File: src/rtl/pipe_pkg.sv
// Shared pipeline definitions: control-FSM state encoding, opcode field layout
// and the bubble instruction used by the IF/ID and ID/EX registers.
package pipe_pkg;

  localparam logic [1:0] ST_IDLE  = 2'd0;
  localparam logic [1:0] ST_FETCH = 2'd1;
  localparam logic [1:0] ST_HALT  = 2'd2;

  localparam int         OP_MSB       = 15;
  localparam int         OP_WIDTH_DEF = 4;
  localparam logic [3:0] HALT_OP_DEF  = 4'hF;

  localparam logic [15:0] NOP_INSTR = 16'h0000;

endpackage

File: src/rtl/fetch_stage_if.sv
// Instruction-memory read port between the fetch stage (master) and the IM (slave).
interface fetch_stage_if #(
  parameter int ADDR_WIDTH = 8,
  parameter int DATA_WIDTH = 16
);
  logic [ADDR_WIDTH-1:0] im_addr;
  logic                  im_rd;
  logic [DATA_WIDTH-1:0] im_r_data;

  modport master (output im_addr, output im_rd, input  im_r_data);
  modport slave  (input  im_addr, input  im_rd, output im_r_data);
endinterface

File: src/rtl/if_id_reg.sv
// IF/ID pipeline register: load a new word, hold, or squash to a bubble.
// Squash clears only the valid bit so the last instruction/PC stay visible.
module if_id_reg
  import pipe_pkg::*;
#(
  parameter int ADDR_WIDTH = 8,
  parameter int DATA_WIDTH = 16
) (
  input  logic                  clk,
  input  logic                  rst,
  input  logic                  i_load,
  input  logic                  i_squash,
  input  logic [DATA_WIDTH-1:0] i_instr,
  input  logic [ADDR_WIDTH-1:0] i_pc,
  output logic [DATA_WIDTH-1:0] o_instr,
  output logic [ADDR_WIDTH-1:0] o_pc,
  output logic                  o_valid
);

  logic [DATA_WIDTH-1:0] r_instr;
  logic [ADDR_WIDTH-1:0] r_pc;
  logic                  r_valid;

  // squash wins over load; neither means hold
  always_ff @(posedge clk) begin
    if (!rst) begin
      r_instr <= DATA_WIDTH'(NOP_INSTR);
      r_pc    <= '0;
      r_valid <= 1'b0;
    end else if (i_squash) begin
      r_valid <= 1'b0;
    end else if (i_load) begin
      r_instr <= i_instr;
      r_pc    <= i_pc;
      r_valid <= 1'b1;
    end
  end

  assign o_instr = r_instr;
  assign o_pc    = r_pc;
  assign o_valid = r_valid;

endmodule

File: src/rtl/fetch_stage.sv
// Instruction-fetch stage: PC, IDLE/FETCH/HALT control, fetch counter and
// the IF/ID register. Redirect beats stall; a fetched HALT word stops fetch.
module fetch_stage
  import pipe_pkg::*;
#(
  parameter int                    ADDR_WIDTH = 8,
  parameter int                    DATA_WIDTH = 16,
  parameter int                    OP_WIDTH   = OP_WIDTH_DEF,
  parameter logic [OP_WIDTH-1:0]   HALT_OP    = OP_WIDTH'(HALT_OP_DEF)
) (
  input  logic                  clk,
  input  logic                  rst,
  input  logic                  start,
  input  logic                  stall,
  input  logic                  redirect,
  input  logic [ADDR_WIDTH-1:0] redirect_pc,
  fetch_stage_if.master         im,
  output logic [DATA_WIDTH-1:0] if_id_instr,
  output logic [ADDR_WIDTH-1:0] if_id_pc,
  output logic                  if_id_valid,
  output logic                  fetch_halted,
  output logic [15:0]           fetch_cnt
);

  logic [1:0]            r_state;
  logic [ADDR_WIDTH-1:0] r_pc;
  logic                  r_halted;
  logic [15:0]           r_cnt;

  logic [ADDR_WIDTH-1:0] w_pc_inc;
  logic                  w_is_halt;
  logic                  w_load;
  logic                  w_squash;

  assign w_pc_inc  = r_pc + ADDR_WIDTH'(1);
  assign w_is_halt = (im.im_r_data[OP_MSB -: OP_WIDTH] == HALT_OP);

  // state, PC and capture counter
  always_ff @(posedge clk) begin
    if (!rst) begin
      r_state  <= ST_IDLE;
      r_pc     <= '0;
      r_halted <= 1'b0;
      r_cnt    <= 16'h0000;
    end else begin
      case (r_state)
        ST_IDLE: begin
          if (start) r_state <= ST_FETCH;
        end
        ST_FETCH: begin
          if (redirect) begin
            r_pc <= redirect_pc;
          end else if (!stall) begin
            r_pc <= w_pc_inc;
            if (r_cnt != 16'hFFFF) r_cnt <= r_cnt + 16'd1;
            if (w_is_halt) begin
              r_state  <= ST_HALT;
              r_halted <= 1'b1;
            end
          end
        end
        ST_HALT: begin
          // a redirect here undoes a speculatively fetched HALT
          if (redirect) begin
            r_pc     <= redirect_pc;
            r_state  <= ST_FETCH;
            r_halted <= 1'b0;
          end
        end
        default: begin
          r_state  <= ST_IDLE;
          r_halted <= 1'b0;
        end
      endcase
    end
  end

  // IF/ID control: capture in FETCH, bubble on redirect or when not fetching
  always_comb begin
    w_load   = 1'b0;
    w_squash = 1'b0;
    if ((r_state == ST_FETCH) && !redirect && !stall) begin
      w_load = 1'b1;
    end else if ((redirect && (r_state != ST_IDLE)) || (!stall && (r_state != ST_FETCH))) begin
      w_squash = 1'b1;
    end else begin
      w_squash = 1'b0;
    end
  end

  if_id_reg #(
    .ADDR_WIDTH (ADDR_WIDTH),
    .DATA_WIDTH (DATA_WIDTH)
  ) u_if_id (
    .clk      (clk),
    .rst      (rst),
    .i_load   (w_load),
    .i_squash (w_squash),
    .i_instr  (im.im_r_data),
    .i_pc     (w_pc_inc),
    .o_instr  (if_id_instr),
    .o_pc     (if_id_pc),
    .o_valid  (if_id_valid)
  );

  assign im.im_addr   = r_pc;
  assign im.im_rd     = (r_state == ST_FETCH) && !stall;
  assign fetch_halted = r_halted;
  assign fetch_cnt    = r_cnt;

endmodule
File: src/flat_wrapper.sv
// flat-port wrapper written by rule: the top's interface ports become plain ports
module fetch_stage_flat import pipe_pkg::*;
#(
  parameter int                    ADDR_WIDTH = 8,
  parameter int                    DATA_WIDTH = 16,
  parameter int                    OP_WIDTH   = OP_WIDTH_DEF,
  parameter logic [OP_WIDTH-1:0]   HALT_OP    = OP_WIDTH'(HALT_OP_DEF)
)
  (clk, rst, start, stall, redirect, redirect_pc, if_id_instr, if_id_pc, if_id_valid, fetch_halted, fetch_cnt, im_im_addr, im_im_rd, im_im_r_data);
  fetch_stage_if #(.ADDR_WIDTH(ADDR_WIDTH), .DATA_WIDTH(DATA_WIDTH)) im_i ();
  input  logic clk;
  input  logic rst;
  input  logic start;
  input  logic stall;
  input  logic redirect;
  input  logic [ADDR_WIDTH-1:0] redirect_pc;
  output logic [DATA_WIDTH-1:0] if_id_instr;
  output logic [ADDR_WIDTH-1:0] if_id_pc;
  output logic if_id_valid;
  output logic fetch_halted;
  output logic [15:0] fetch_cnt;
  output wire logic [$bits(im_i.im_addr)-1:0] im_im_addr;
  output wire logic [$bits(im_i.im_rd)-1:0] im_im_rd;
  input wire logic [$bits(im_i.im_r_data)-1:0] im_im_r_data;
  assign im_im_addr = im_i.im_addr;
  assign im_im_rd = im_i.im_rd;
  assign im_i.im_r_data = im_im_r_data;
  fetch_stage #(.ADDR_WIDTH(ADDR_WIDTH), .DATA_WIDTH(DATA_WIDTH), .OP_WIDTH(OP_WIDTH), .HALT_OP(HALT_OP)) u_core (.clk(clk), .rst(rst), .start(start), .stall(stall), .redirect(redirect), .redirect_pc(redirect_pc), .im(im_i), .if_id_instr(if_id_instr), .if_id_pc(if_id_pc), .if_id_valid(if_id_valid), .fetch_halted(fetch_halted), .fetch_cnt(fetch_cnt));
endmodule
File: config.mk
export PLATFORM = sky130hd
export DESIGN_NAME = fetch_stage_flat
export DESIGN_NICKNAME = d
export VERILOG_FILES = /design/src/rtl/pipe_pkg.sv /design/src/rtl/fetch_stage_if.sv /design/src/rtl/if_id_reg.sv /design/src/rtl/fetch_stage.sv /design/src/flat_wrapper.sv
export SDC_FILE = /design/constraint.sdc
export NUM_CORES = 1
export LEC_CHECK = 0
export CAP_MARGIN = 15
export CORE_ASPECT_RATIO = 0.9
export CORE_MARGIN = 2
export CORE_UTILIZATION = 28
export DETAILED_ROUTE_END_ITERATION = 12
export GPL_TIMING_DRIVEN = 0
export PLACE_DENSITY_LB_ADDON = 0.2
export SLEW_MARGIN = 15
export SYNTH_ARGS = -nofsm -noshare
export SYNTH_HDL_FRONTEND = slang
export SYNTH_HIERARCHICAL = 1
export SYNTH_SLANG_ARGS = --single-unit
File: constraint.sdc
create_clock -name clk -period 1.57 [get_ports clk]
set_input_delay 0.314 -clock clk [delete_from_list [all_inputs] [get_ports clk]]
set_output_delay 0.314 -clock clk [all_outputs]
set_load 0.05 [all_outputs]
==> run summary <==
* Detailed Place HPWL: 5.00 mm
* achievable clock frequency: 628 MHz
* DR pass1 iterations: 5
* post-detailed-routing wire length: 7.20 mm
* type of the worst min-delay path: reg2reg
* share of Yosys cell area claimed by the top area cell type: 41.4%
* Final #Nets: 437
* fraction of the cycle the final worst path needs: 101%
* final routed DRC violation total: 0
* count of flip-flops with a built-in enable after synthesis: 0
* core area: 8650 sq um
* warning count from the yosys run: 6
* most used cells in the layout excluding fill and tap cells: nand2_1 (61), dlygate4sd2_1 (36), dfxtp_1 (29)
* Critical Path, Cell by Cell: and2b_2 -> nand2_4 -> clkinv_4 -> nand3_4 -> o21bai_4 -> or3_1 -> a21oi_1
* number of setup violations in the final report: 2
* GRT Total Usage: 14.4%
* synthesis-to-layout area growth: 59.6%
* buffer type at the clock tree root: clkbuf_8
* number of top-level design ports: 80
* maximum fanout count along the critical path: 6
* fin crit period: 1.59 ns
* share of synthesized registers carrying an async set or reset: 0%
* global-route wire length before repair: 11.4 mm
* Die Footprint: 9770 sq um
* clock tree from TritonCTS: done
* required arrival time at the worst endpoint: 1.80 ns
* Post-Synthesis Mean Instance Area: 8.59 sq um
* run status: complete, but fails checks
* vias in the first global route: 2296
* Antenna Diode Count: 0
* ratio of routed vias to standard cells: 4.71
* synthesized netlist net count: 324
* CTS max path bufs: 2
* number of vias after detailed routing: 2480
* Setup WS post-layout: -0.0234 ns
* starting DRC count in detailed routing: 49
* failing checks: setup timing
* WL/cell: 13.7 microns
* width of the die: 104 microns
* number of cells produced by synthesis: 293
* final clock skew: 0.0113 ns
* grt total ovfl: 0
* power density of the placed cells: 677 nW/um^2
* worst slew slack as a fraction of its limit: 63.8%
* transition at the pin with the smallest max-transition slack: 0.545 ns
* endpoint kind of the worst setup timing path: flop
* multi-input logic area: 1490 sq um
* maximum number of pins on one net before global-route repair: 17
* synthesized cell area: 2520 sq um
* Worst Hold Margin: 0.456 ns
* effective utilization at floorplan: 29.1%
* commonest non-fill, non-tap cell in the layout: nand2_1
* share of layout cells above drive strength 1: 26.8%
* Pleak: 1.65 nW
* Chip Height: 94.0 microns
* clock-pin slew reported for the worst setup and hold paths after clock tree synthesis: 0.10 ns
* synthesized flop and latch total: 52
* clock net sink count: 52
* main flop type after synthesis: dfxtp_1
* initial antenna violation count: 0
* share of the yosys chip area belonging to registers: 41.4%
* fin. max-slew vios: 0
* footprint of the flip-flops and latches: 1120 sq um
* floorplan row count: 32
* final antenna-violating net count: 0
* dominant cell type by area after synthesis: dfxtp_1
* worst stage delay on the critical path: 0.36 ns
* cells taking the most area after synthesis: dfxtp_1 (41%), mux2i_1 (10%), nand2_1 (9.1%), xnor2_1 (4.5%), nor2_1 (4.0%)
* number of inserted filler cells in the final layout: 877
* maximum level of the CTS H-tree: 2
* sort of element at the start of the critical path: flop
* buffers added on ports: 79
* clock insertion delay at the later pin of the skew report: 0.31 ns
* number of hold violations in the final report: 0
* setup repair after global routing missed its margin: true
* final weighted congestion of routability-driven global placement: 0.797
* arrival time at the worst endpoint: 1.82 ns
* number of distinct library cells after synthesis: 43
* clock buffer count from CTS: 5
* Overall Power: 2.72 mW
* Critical-path top delay cell: dfxtp_4
* number of max-capacitance violations reported: 0
* category of the most critical setup path: reg2reg
* maximum vdd ir drop: 0.412 mV
## where the power goes
part           switching [mW]  internal [mW]  total (mW)  leakage (nW)
registers              0.0314           1.32        1.35         0.438
clock network           0.464          0.410       0.874        0.0566
logic                   0.274          0.221       0.495          1.15
total                   0.769           1.95        2.72          1.65
## Yosys cell counts, types with 2 or more instances
master	n
a22oi_1	2
mux2i_1	26
xor2_1	3
a21oi_1	9
clkbuf_1	4
nand3_1	10
xnor2_1	13
ha_1	2
a21boi_1	2
or3_1	6
o21ai_0	5
nand2_1	61
buf_4	2
inv_1	4
buf_12	2
o21ai_1	9
nor3_1	7
o211a_1	2
and3_1	3
nor2b_1	2
nor3b_1	3
o21a_1	3
a21boi_0	2
buf_2	4
or2_1	2
o32ai_1	2
nor2_1	27
nand4_1	8
and4_1	2
dfxtp_1	52
nand2b_1	2
## flip-flops by register name, indices dropped and copies added, names as in the netlist
signal                  cells
u_core/fetch_cnt           16
u_core/fetch_halted         1
u_core/im.im_addr           8
u_core/r_state              2
u_core/u_if_id/o_instr     16
u_core/u_if_id/o_pc         8
u_core/u_if_id/o_valid      1
## logic make-up after synthesis
| group | after synthesis | synth area share (%) |
|---|---|---|
| flip-flops | 52 | 41.4 |
| buffers and inverters | 19 | 5.12 |
| XOR/XNOR | 16 | 5.57 |
| AND/OR/NAND/NOR | 138 | 26.1 |
| AO/OA/AOI/OAI | 40 | 10.5 |
| multiplexers | 26 | 10.3 |
| adder cells (fa/ha/maj) | 2 | 0.994 |
## final cells by class
type | count | area share [%]
timing repair buffer | 107 | 25.0
buffer | 13 | 3.08
tap | 119 | 3.70
clock inverter | 2 | 0.280
inverter | 5 | 0.592
clock buffer | 6 | 2.33
sequential | 52 | 27.9
multi-input combinational | 222 | 37.2
## through the flow
step / setup WS, ns / util [%] / instance area [sq um] / std cells / TNS (ns)
floorplan: -0.0534 / - / 2620 / 293 / -0.339
global placement: -0.572 / 41.2 / 3560 / 491 / -24.62
detailed placement: -0.654 / 41.2 / 3560 / 491 / -25.39
CTS: -0.0615 / 43.1 / 3730 / 507 / -0.156
global route: -0.0915 / 46.5 / 4020 / 526 / -1.31
finish: -0.0234 / 46.5 / 4020 / 526 / -0.0409
## per-layer routing
metal / GRT usage [%] / vias up / wire [microns]
li1: - / 1233 / -
met1: 19.4 / 1174 / 3590
met2: 23.2 / 67 / 3180
met3: 3.40 / 6 / 353
met4: 3.94 / 0 / 83
met5: 0 / - / 0
## final timing paths
| path | to | from | depth (start not counted) | slack [ns] |
|---|---|---|---|---|
| setup / recovery | u_core/fetch_cnt[14] | u_core/r_state[1] | 7 | -0.02 |
| hold / removal | u_core/u_if_id/o_instr[9] | u_core/u_if_id/o_instr[9] | 2 | 0.46 |
| setup reg to reg | u_core/fetch_cnt[14] | u_core/r_state[1] | 7 | -0.02 |
| hold reg to reg | u_core/u_if_id/o_instr[9] | u_core/u_if_id/o_instr[9] | 2 | 0.46 |
## critical path: cells and delay by family (launching register included)
family                 cells  cell delay, ns
buffers and inverters      1            0.09
AOI/OAI and AO/OA          2            0.32
and+or+nand+nor            4            0.76
DFF                        1            0.36
## what timing repair did
action	4_1_cts	5_1_grt
cloned	0	3
endpoints found under the setup margin	100	48
pin swaps	4	6
setup buffers	8	20
hold buffers	0	0
resized for setup	86	45
(Power assumes the default switching activity.)
